File: config.mk
export PLATFORM = sky130hd
export DESIGN_NAME = jpeg_frame_ctrl
export DESIGN_NICKNAME = d
export VERILOG_FILES = /design/src/rtl/jpeg_frame_ctrl_pkg.sv /design/src/rtl/mcu_block_tracker.sv /design/src/rtl/jpeg_frame_ctrl.sv
export SDC_FILE = /design/constraint.sdc
export NUM_CORES = 1
export LEC_CHECK = 0
export ABC_CLOCK_PERIOD_IN_PS = 4850
export CAP_MARGIN = 25
export CELL_PAD_IN_SITES_DETAIL_PLACEMENT = 1
export CELL_PAD_IN_SITES_GLOBAL_PLACEMENT = 1
export CORE_MARGIN = 4
export CORE_UTILIZATION = 42
export DETAILED_ROUTE_END_ITERATION = 7
export PLACE_DENSITY = 0.86
export SETUP_SLACK_MARGIN = 0.1
export SLEW_MARGIN = 20
export SYNTH_ARGS = -nofsm -noshare
export SYNTH_HDL_FRONTEND = slang
export SYNTH_SLANG_ARGS = --single-unit
File: constraint.sdc
create_clock -name clk -period 4.85 [get_ports clk]
set_input_delay 0.97 -clock clk [delete_from_list [all_inputs] [get_ports clk]]
set_output_delay 0.97 -clock clk [all_outputs]
set_load 0.01 [all_outputs]
File: src/rtl/jpeg_frame_ctrl_pkg.sv
// Shared bus/sim macros, frame controller state encoding and MCU geometry.
// The macros are guarded so any file of the slice may also define them standalone.
`ifndef IN_BUS_WIDTH
`define IN_BUS_WIDTH 32
`endif
`ifndef PERIOD
`define PERIOD 10
`endif

package jpeg_frame_ctrl_pkg;

    typedef enum logic [1:0] {
        ST_IDLE  = 2'd0,
        ST_FEED  = 2'd1,
        ST_DRAIN = 2'd2,
        ST_DONE  = 2'd3
    } state_t;

    localparam int MCU_DIM     = 16;
    localparam int BLK_DIM     = 8;
    localparam int BLK_PER_MCU = 4;

endpackage

File: src/rtl/mcu_block_tracker.sv
// Walks output blocks in MCU order (2x2 blocks per MCU, MCUs raster order) and
// presents the current block's pixel origin, sequence number and last-block flag.
module mcu_block_tracker
    import jpeg_frame_ctrl_pkg::*;
#(
    parameter int DIM_W = 16
) (
    input  logic               clk,
    input  logic               rst,
    input  logic               i_clr,
    input  logic               i_adv,
    input  logic [DIM_W-1:0]   i_mcus_x,
    input  logic [DIM_W-1:0]   i_mcus_y,
    output logic [DIM_W-1:0]   o_x,
    output logic [DIM_W-1:0]   o_y,
    output logic [2*DIM_W-1:0] o_idx,
    output logic               o_last
);

    logic [1:0]         r_sub;
    logic [DIM_W-1:0]   r_col;
    logic [DIM_W-1:0]   r_row;
    logic [2*DIM_W-1:0] r_idx;

    logic w_sub_wrap;
    logic w_col_wrap;

    assign w_sub_wrap = (r_sub == 2'(BLK_PER_MCU - 1));
    assign w_col_wrap = (r_col == i_mcus_x - DIM_W'(1));

    always_ff @(posedge clk) begin
        if (!rst || i_clr) begin
            r_sub <= '0;
            r_col <= '0;
            r_row <= '0;
            r_idx <= '0;
        end else if (i_adv) begin
            r_idx <= r_idx + (2*DIM_W)'(1);
            if (w_sub_wrap) begin
                r_sub <= '0;
                if (w_col_wrap) begin
                    r_col <= '0;
                    r_row <= r_row + DIM_W'(1);
                end else begin
                    r_col <= r_col + DIM_W'(1);
                end
            end else begin
                r_sub <= r_sub + 2'd1;
            end
        end
    end

    // sub[0] selects the right-hand block, sub[1] the lower block of the MCU
    assign o_x    = (r_col << $clog2(MCU_DIM)) | (r_sub[0] ? DIM_W'(BLK_DIM) : '0);
    assign o_y    = (r_row << $clog2(MCU_DIM)) | (r_sub[1] ? DIM_W'(BLK_DIM) : '0);
    assign o_idx  = r_idx;
    assign o_last = w_sub_wrap && w_col_wrap && (r_row == i_mcus_y - DIM_W'(1));

endmodule

File: src/rtl/jpeg_frame_ctrl.sv
// Frame controller: streams bitstream words to the decoder (zero-latency passthrough),
// flushes with the last word until all blocks arrive, and tags each block one cycle later.
module jpeg_frame_ctrl
    import jpeg_frame_ctrl_pkg::*;
#(
    parameter int DIM_W = 16
) (
    input  logic                     clk,
    input  logic                     rst,
    input  logic                     start,
    input  logic [DIM_W-1:0]         img_width,
    input  logic [DIM_W-1:0]         img_height,
    input  logic [`IN_BUS_WIDTH-1:0] src_data,
    input  logic                     src_valid,
    input  logic                     src_last,
    output logic                     src_ready,
    input  logic                     dec_request,
    output logic [`IN_BUS_WIDTH-1:0] dec_data_in,
    output logic                     dec_valid_in,
    input  logic                     valid_out_Color,
    output logic                     blk_valid,
    output logic [DIM_W-1:0]         blk_x,
    output logic [DIM_W-1:0]         blk_y,
    output logic [2*DIM_W-1:0]       blk_idx,
    output logic                     busy,
    output logic                     done,
    output logic                     err
);

    state_t r_state;
    state_t w_state_nxt;

    logic [DIM_W-1:0]         r_mcus_x;
    logic [DIM_W-1:0]         r_mcus_y;
    logic [`IN_BUS_WIDTH-1:0] r_last_word;
    logic                     r_blk_valid;
    logic [DIM_W-1:0]         r_blk_x;
    logic [DIM_W-1:0]         r_blk_y;
    logic [2*DIM_W-1:0]       r_blk_idx;
    logic                     r_err;

    logic                     w_can_start;
    logic                     w_dims_ok;
    logic                     w_start_ok;
    logic                     w_start_bad;
    logic                     w_active;
    logic                     w_count;
    logic                     w_stray;
    logic [DIM_W:0]           w_wsum;
    logic [DIM_W:0]           w_hsum;
    logic [DIM_W-1:0]         w_trk_x;
    logic [DIM_W-1:0]         w_trk_y;
    logic [2*DIM_W-1:0]       w_trk_idx;
    logic                     w_trk_last;

    assign w_can_start = (r_state == ST_IDLE) || (r_state == ST_DONE);
    assign w_dims_ok   = (|img_width) && (|img_height);
    assign w_start_ok  = start && w_can_start && w_dims_ok;
    assign w_start_bad = start && w_can_start && !w_dims_ok;
    assign w_active    = (r_state == ST_FEED) || (r_state == ST_DRAIN);
    assign w_count     = valid_out_Color && w_active;
    assign w_stray     = valid_out_Color && !w_active;

    // One extra bit so rounding up a near-max dimension cannot wrap
    assign w_wsum = {1'b0, img_width}  + (DIM_W+1)'(MCU_DIM - 1);
    assign w_hsum = {1'b0, img_height} + (DIM_W+1)'(MCU_DIM - 1);

    mcu_block_tracker #(
        .DIM_W (DIM_W)
    ) u_tracker (
        .clk      (clk),
        .rst      (rst),
        .i_clr    (w_start_ok),
        .i_adv    (w_count),
        .i_mcus_x (r_mcus_x),
        .i_mcus_y (r_mcus_y),
        .o_x      (w_trk_x),
        .o_y      (w_trk_y),
        .o_idx    (w_trk_idx),
        .o_last   (w_trk_last)
    );

    always_ff @(posedge clk) begin
        if (!rst) begin
            r_state <= ST_IDLE;
        end else begin
            r_state <= w_state_nxt;
        end
    end

    always_comb begin
        w_state_nxt  = r_state;
        src_ready    = 1'b0;
        dec_valid_in = 1'b0;
        dec_data_in  = src_data;
        busy         = 1'b0;
        done         = 1'b0;
        case (r_state)
            ST_IDLE: begin
                if (w_start_ok) w_state_nxt = ST_FEED;
            end
            ST_FEED: begin
                busy         = 1'b1;
                src_ready    = dec_request;
                dec_valid_in = src_valid && dec_request;
                // Final block wins: leftover source words are simply never accepted
                if (w_count && w_trk_last) begin
                    w_state_nxt = ST_DONE;
                end else if (src_valid && dec_request && src_last) begin
                    w_state_nxt = ST_DRAIN;
                end
            end
            ST_DRAIN: begin
                busy         = 1'b1;
                dec_valid_in = dec_request;
                dec_data_in  = r_last_word;
                if (w_count && w_trk_last) w_state_nxt = ST_DONE;
            end
            ST_DONE: begin
                done = 1'b1;
                if (w_start_ok) w_state_nxt = ST_FEED;
            end
            default: w_state_nxt = ST_IDLE;
        endcase
        if (!rst) begin
            src_ready    = 1'b0;
            dec_valid_in = 1'b0;
        end
    end

    always_ff @(posedge clk) begin
        if (!rst) begin
            r_mcus_x    <= '0;
            r_mcus_y    <= '0;
            r_last_word <= '0;
            r_blk_valid <= 1'b0;
            r_blk_x     <= '0;
            r_blk_y     <= '0;
            r_blk_idx   <= '0;
            r_err       <= 1'b0;
        end else begin
            if (src_valid && src_ready) r_last_word <= src_data;
            if (w_start_ok) begin
                r_mcus_x <= DIM_W'(w_wsum >> $clog2(MCU_DIM));
                r_mcus_y <= DIM_W'(w_hsum >> $clog2(MCU_DIM));
            end
            r_blk_valid <= w_count;
            if (w_count) begin
                r_blk_x   <= w_trk_x;
                r_blk_y   <= w_trk_y;
                r_blk_idx <= w_trk_idx;
            end
            if (w_start_ok) begin
                r_err <= w_stray;
            end else if (w_start_bad || w_stray) begin
                r_err <= 1'b1;
            end
        end
    end

    assign blk_valid = r_blk_valid && rst;
    assign blk_x     = r_blk_x;
    assign blk_y     = r_blk_y;
    assign blk_idx   = r_blk_idx;
    assign err       = r_err;

endmodule
==> flow_metrics.tcl <==
set metrics [dict create \
    dieHeight_um 156 \
    async_flop_share_pct 0 \
    cp-start-kind "flop" \
    p_int_mw 2.90 \
    holdWs_ns 0.463 \
    r2r-end "u_tracker.r_row[15]$_SDFFE_PP0P_" \
    syn_to_final_growth_pct 26.1 \
    grt_remaining_overflow 0 \
    synthAdderAreaFrac_pct 1.37 \
    clock_sinks 186 \
    stdcell_count 1520 \
    dr.pass1.iters 4 \
    status "complete, no violations" \
    rrSetupSlack_ns 1.19 \
    crit_path_end "u_tracker.r_row[15]$_SDFFE_PP0P_" \
    combPwrFrac_pct 30.2 \
    ios 173 \
    synth_area_leaders "dfxtp_1 41%, nand2_1 10%, a21boi_0 7.6%" \
    power_per_cell_area_nw_per_um2 390 \
    p_sw_share_pct 35.5 \
    power_frac_seq_pct 39.5 \
    post_cts.repair.setup_buffers 0 \
    cp_data_required_time_ns 5.18 \
    post-place-ws_ns 0.847 \
    period_share_pct 75.4 \
    critical_path_arrival_ns 3.98 \
    synth_area_um2 9140 \
    cts_hold_buffers 0 \
    synthMuxAreaShare_pct 4.27 \
    worst_slew_pin_slew_ns 0.863 \
    dp_hpwl_um 18800 \
    wl_per_cell_um 17.6 \
    clkPwrFrac_pct 30.2 \
    worstSetupPathType "reg2reg" \
    vias 8178 \
    place_congestion 0.834 \
    synth_xor_area_share_pct 10.3 \
    drc 0 \
    yosys.area.top_type_share_pct 40.7 \
    grt_pass1_vias 8594 \
    io_buffers 166 \
    die_w_um 156 \
    antenna_found_initial 0 \
    fin_worst_skew_ns 0.0169 \
    core_um2 21200 \
    grt_first_pass_wirelength_um 43800 \
    drt_iter0_markers 323 \
    hold_violations 0 \
    fin_nets 1313 \
    grt_max_degree 77 \
    die_area_um2 24200 \
    stdcell_area_um2 11500 \
    finalSetupViolCount 0 \
    synth_compound_area_share_pct 14.3 \
    place_inst 1488 \
    cap_violations 0 \
    utilization_pct 54.3 \
    tns_ns 0 \
    hold_path.class "reg2reg" \
    synth_top_family_by_area "simple AND/OR/NAND/NOR gates" \
    period_needed_ns 3.66 \
    worst_slack_ns 1.19 \
    p_leak_nw 4.02 \
    reg2reg_from "r_mcus_x[0]$_SDFFE_PN0P_" \
    diodes 0 \
    end_kind "flop" \
    clock_latency_ns 0.44 \
    synthFlopType "dfxtp_1" \
    synth.avg_cell_area_um2 8.31 \
    critPathLaunch "r_mcus_x[0]$_SDFFE_PN0P_" \
    viasPerCell 5.38 \
    synth_area_leader_cell "dfxtp_1" \
    htreeDepth 4 \
    p_switching_mw 1.60 \
    clockRootBuffer "clkbuf_16" \
    synth_warnings 0 \
    clockBufferDepth 2 \
    final_max_slew_viol_count 0 \
    floorplan.initialDensity_pct 43.1 \
    cts_buffers 17 \
    place_area_um2 11000 \
    synthSimpleGateAreaFrac_pct 24.8 \
    cts_resized 0 \
    fp-row-count 53 \
    yosysSeqAreaShare_pct 40.7 \
    reg2reg_depth 10 \
    vdd_drop_max_mv 0.228 \
    synth_cell_type_count 60 \
    cts_tree "built" \
    final_layout_size_suffix_gt1_share_pct 6.99 \
    clk_pin_slew_ns 0.07 \
    grtUsageTotal_pct 22.0 \
    ys_ff_latch 186 \
    syn_inst 1100 \
    nFillCells 2509 \
    slew_headroom_pct 42.3 \
    p_total_mw 4.50 \
    ant_nets 0 \
    cp_max_fo 15 \
    wl_um 26800 \
    rsz0062_at_grt "no" \
    clock.fmax_mhz 273 \
    synth_edf_count 0 \
]
kinds of logic after synthesis:
family / Yosys count
DFF: 186
buffers and inverters: 91
muxes: 35
AOI/OAI and AO/OA: 177
xor gates and xnor gates: 108
other: 1
adders and majority gates: 10
and+or+nand+nor: 492
how the worst min path moves through the flow:
stage                                         endpoint  slack [ns]  cells past startpoint                          from
after floorplan            r_last_word[0]$_SDFFE_PN0P_        0.44                      2   r_last_word[0]$_SDFFE_PN0P_
final                     r_last_word[11]$_SDFFE_PN0P_        0.46                      2  r_last_word[11]$_SDFFE_PN0P_
after global routing       r_last_word[2]$_SDFFE_PN0P_        0.49                      2   r_last_word[2]$_SDFFE_PN0P_
after detailed placement   r_last_word[2]$_SDFFE_PN0P_        0.46                      2   r_last_word[2]$_SDFFE_PN0P_
after CTS                 r_last_word[21]$_SDFFE_PN0P_        0.47                      2  r_last_word[21]$_SDFFE_PN0P_
after global placement    r_last_word[26]$_SDFFE_PN0P_        0.45                      2  r_last_word[26]$_SDFFE_PN0P_
power by group through the flow:
stage               clock (mW)  combinational (mW)  sequential, mW
finish                    1.36                1.36            1.78
global route              1.46                1.50            1.79
CTS                       1.39                1.36            1.77
detailed placement           0                1.34            1.80
global placement             0                1.30            1.80
floorplan                    0               0.953            1.73
final cells by class:
type	instances	area, um2	share of cell area, %
multi-input combinational	828	5070	44.0
clock inverter	15	148	1.28
tap	275	344	2.99
timing repair buffer	175	1730	15.0
clock buffer	17	425	3.69
inverter	24	90.1	0.782
sequential	186	3720	32.3
per-layer routing:
layer	vias to the layer above	share of wire (%)	GRT usage [%]
met5	-	0	0
met2	166	49	38.1
met1	3984	45	28.0
met4	0	1.5	5.88
met3	32	4.5	4.14
li1	3996	-	-
critical path, cell delays in order, from the launching register on:
cell,delay (ns)
dfxtp_1,0.44
inv_1,0.11
ha_1,0.28
nor3b_1,0.47
nand2_1,0.16
o41ai_1,0.26
o31ai_1,0.16
or4_1,0.81
nor3_1,0.50
a31oi_1,0.14
a41o_1,0.21
cells in the mapped netlist, types with 7 or more instances:
| cell type | number |
|---|---|
| nor2_1 | 84 |
| a21boi_0 | 92 |
| o21ai_0 | 16 |
| nor3_1 | 15 |
| clkbuf_1 | 56 |
| xnor2_1 | 57 |
| nand3_1 | 38 |
| nor4_1 | 20 |
| nand2_1 | 244 |
| or3_1 | 7 |
| a21oi_1 | 22 |
| dfxtp_1 | 186 |
| mux2_2 | 32 |
| xor2_1 | 51 |
| and3_1 | 9 |
| ha_1 | 10 |
| nor2b_1 | 7 |
| inv_1 | 24 |
| o211a_1 | 19 |
| nand4_1 | 30 |
registers in the layout, indices dropped and copies added, names as in the netlist:
register / count
u_tracker.r_row: 16
r_state: 2
blk_x: 13
r_mcus_y: 13
u_tracker.r_col: 16
r_blk_valid: 1
u_tracker.r_sub: 2
r_mcus_x: 13
blk_y: 13
err: 1
u_tracker.o_idx: 32
blk_idx: 32
r_last_word: 32
layout by cell type (no fill, tap or decap), drive strengths merged, types with 15 or more instances in the layout:
cell and n:
clkbuf 17, clkdlybuf4s50 165, nand3 38, xnor2 57
mux2 32, nor2 84, xor2 51, a21boi 93
nand2 244, o211a 19, o21ai 16, nor3 15
dfxtp 186, nor4 22, nand4 30, inv 32
a21oi 22
No activity file was read; power rests on OpenSTA's default activity.
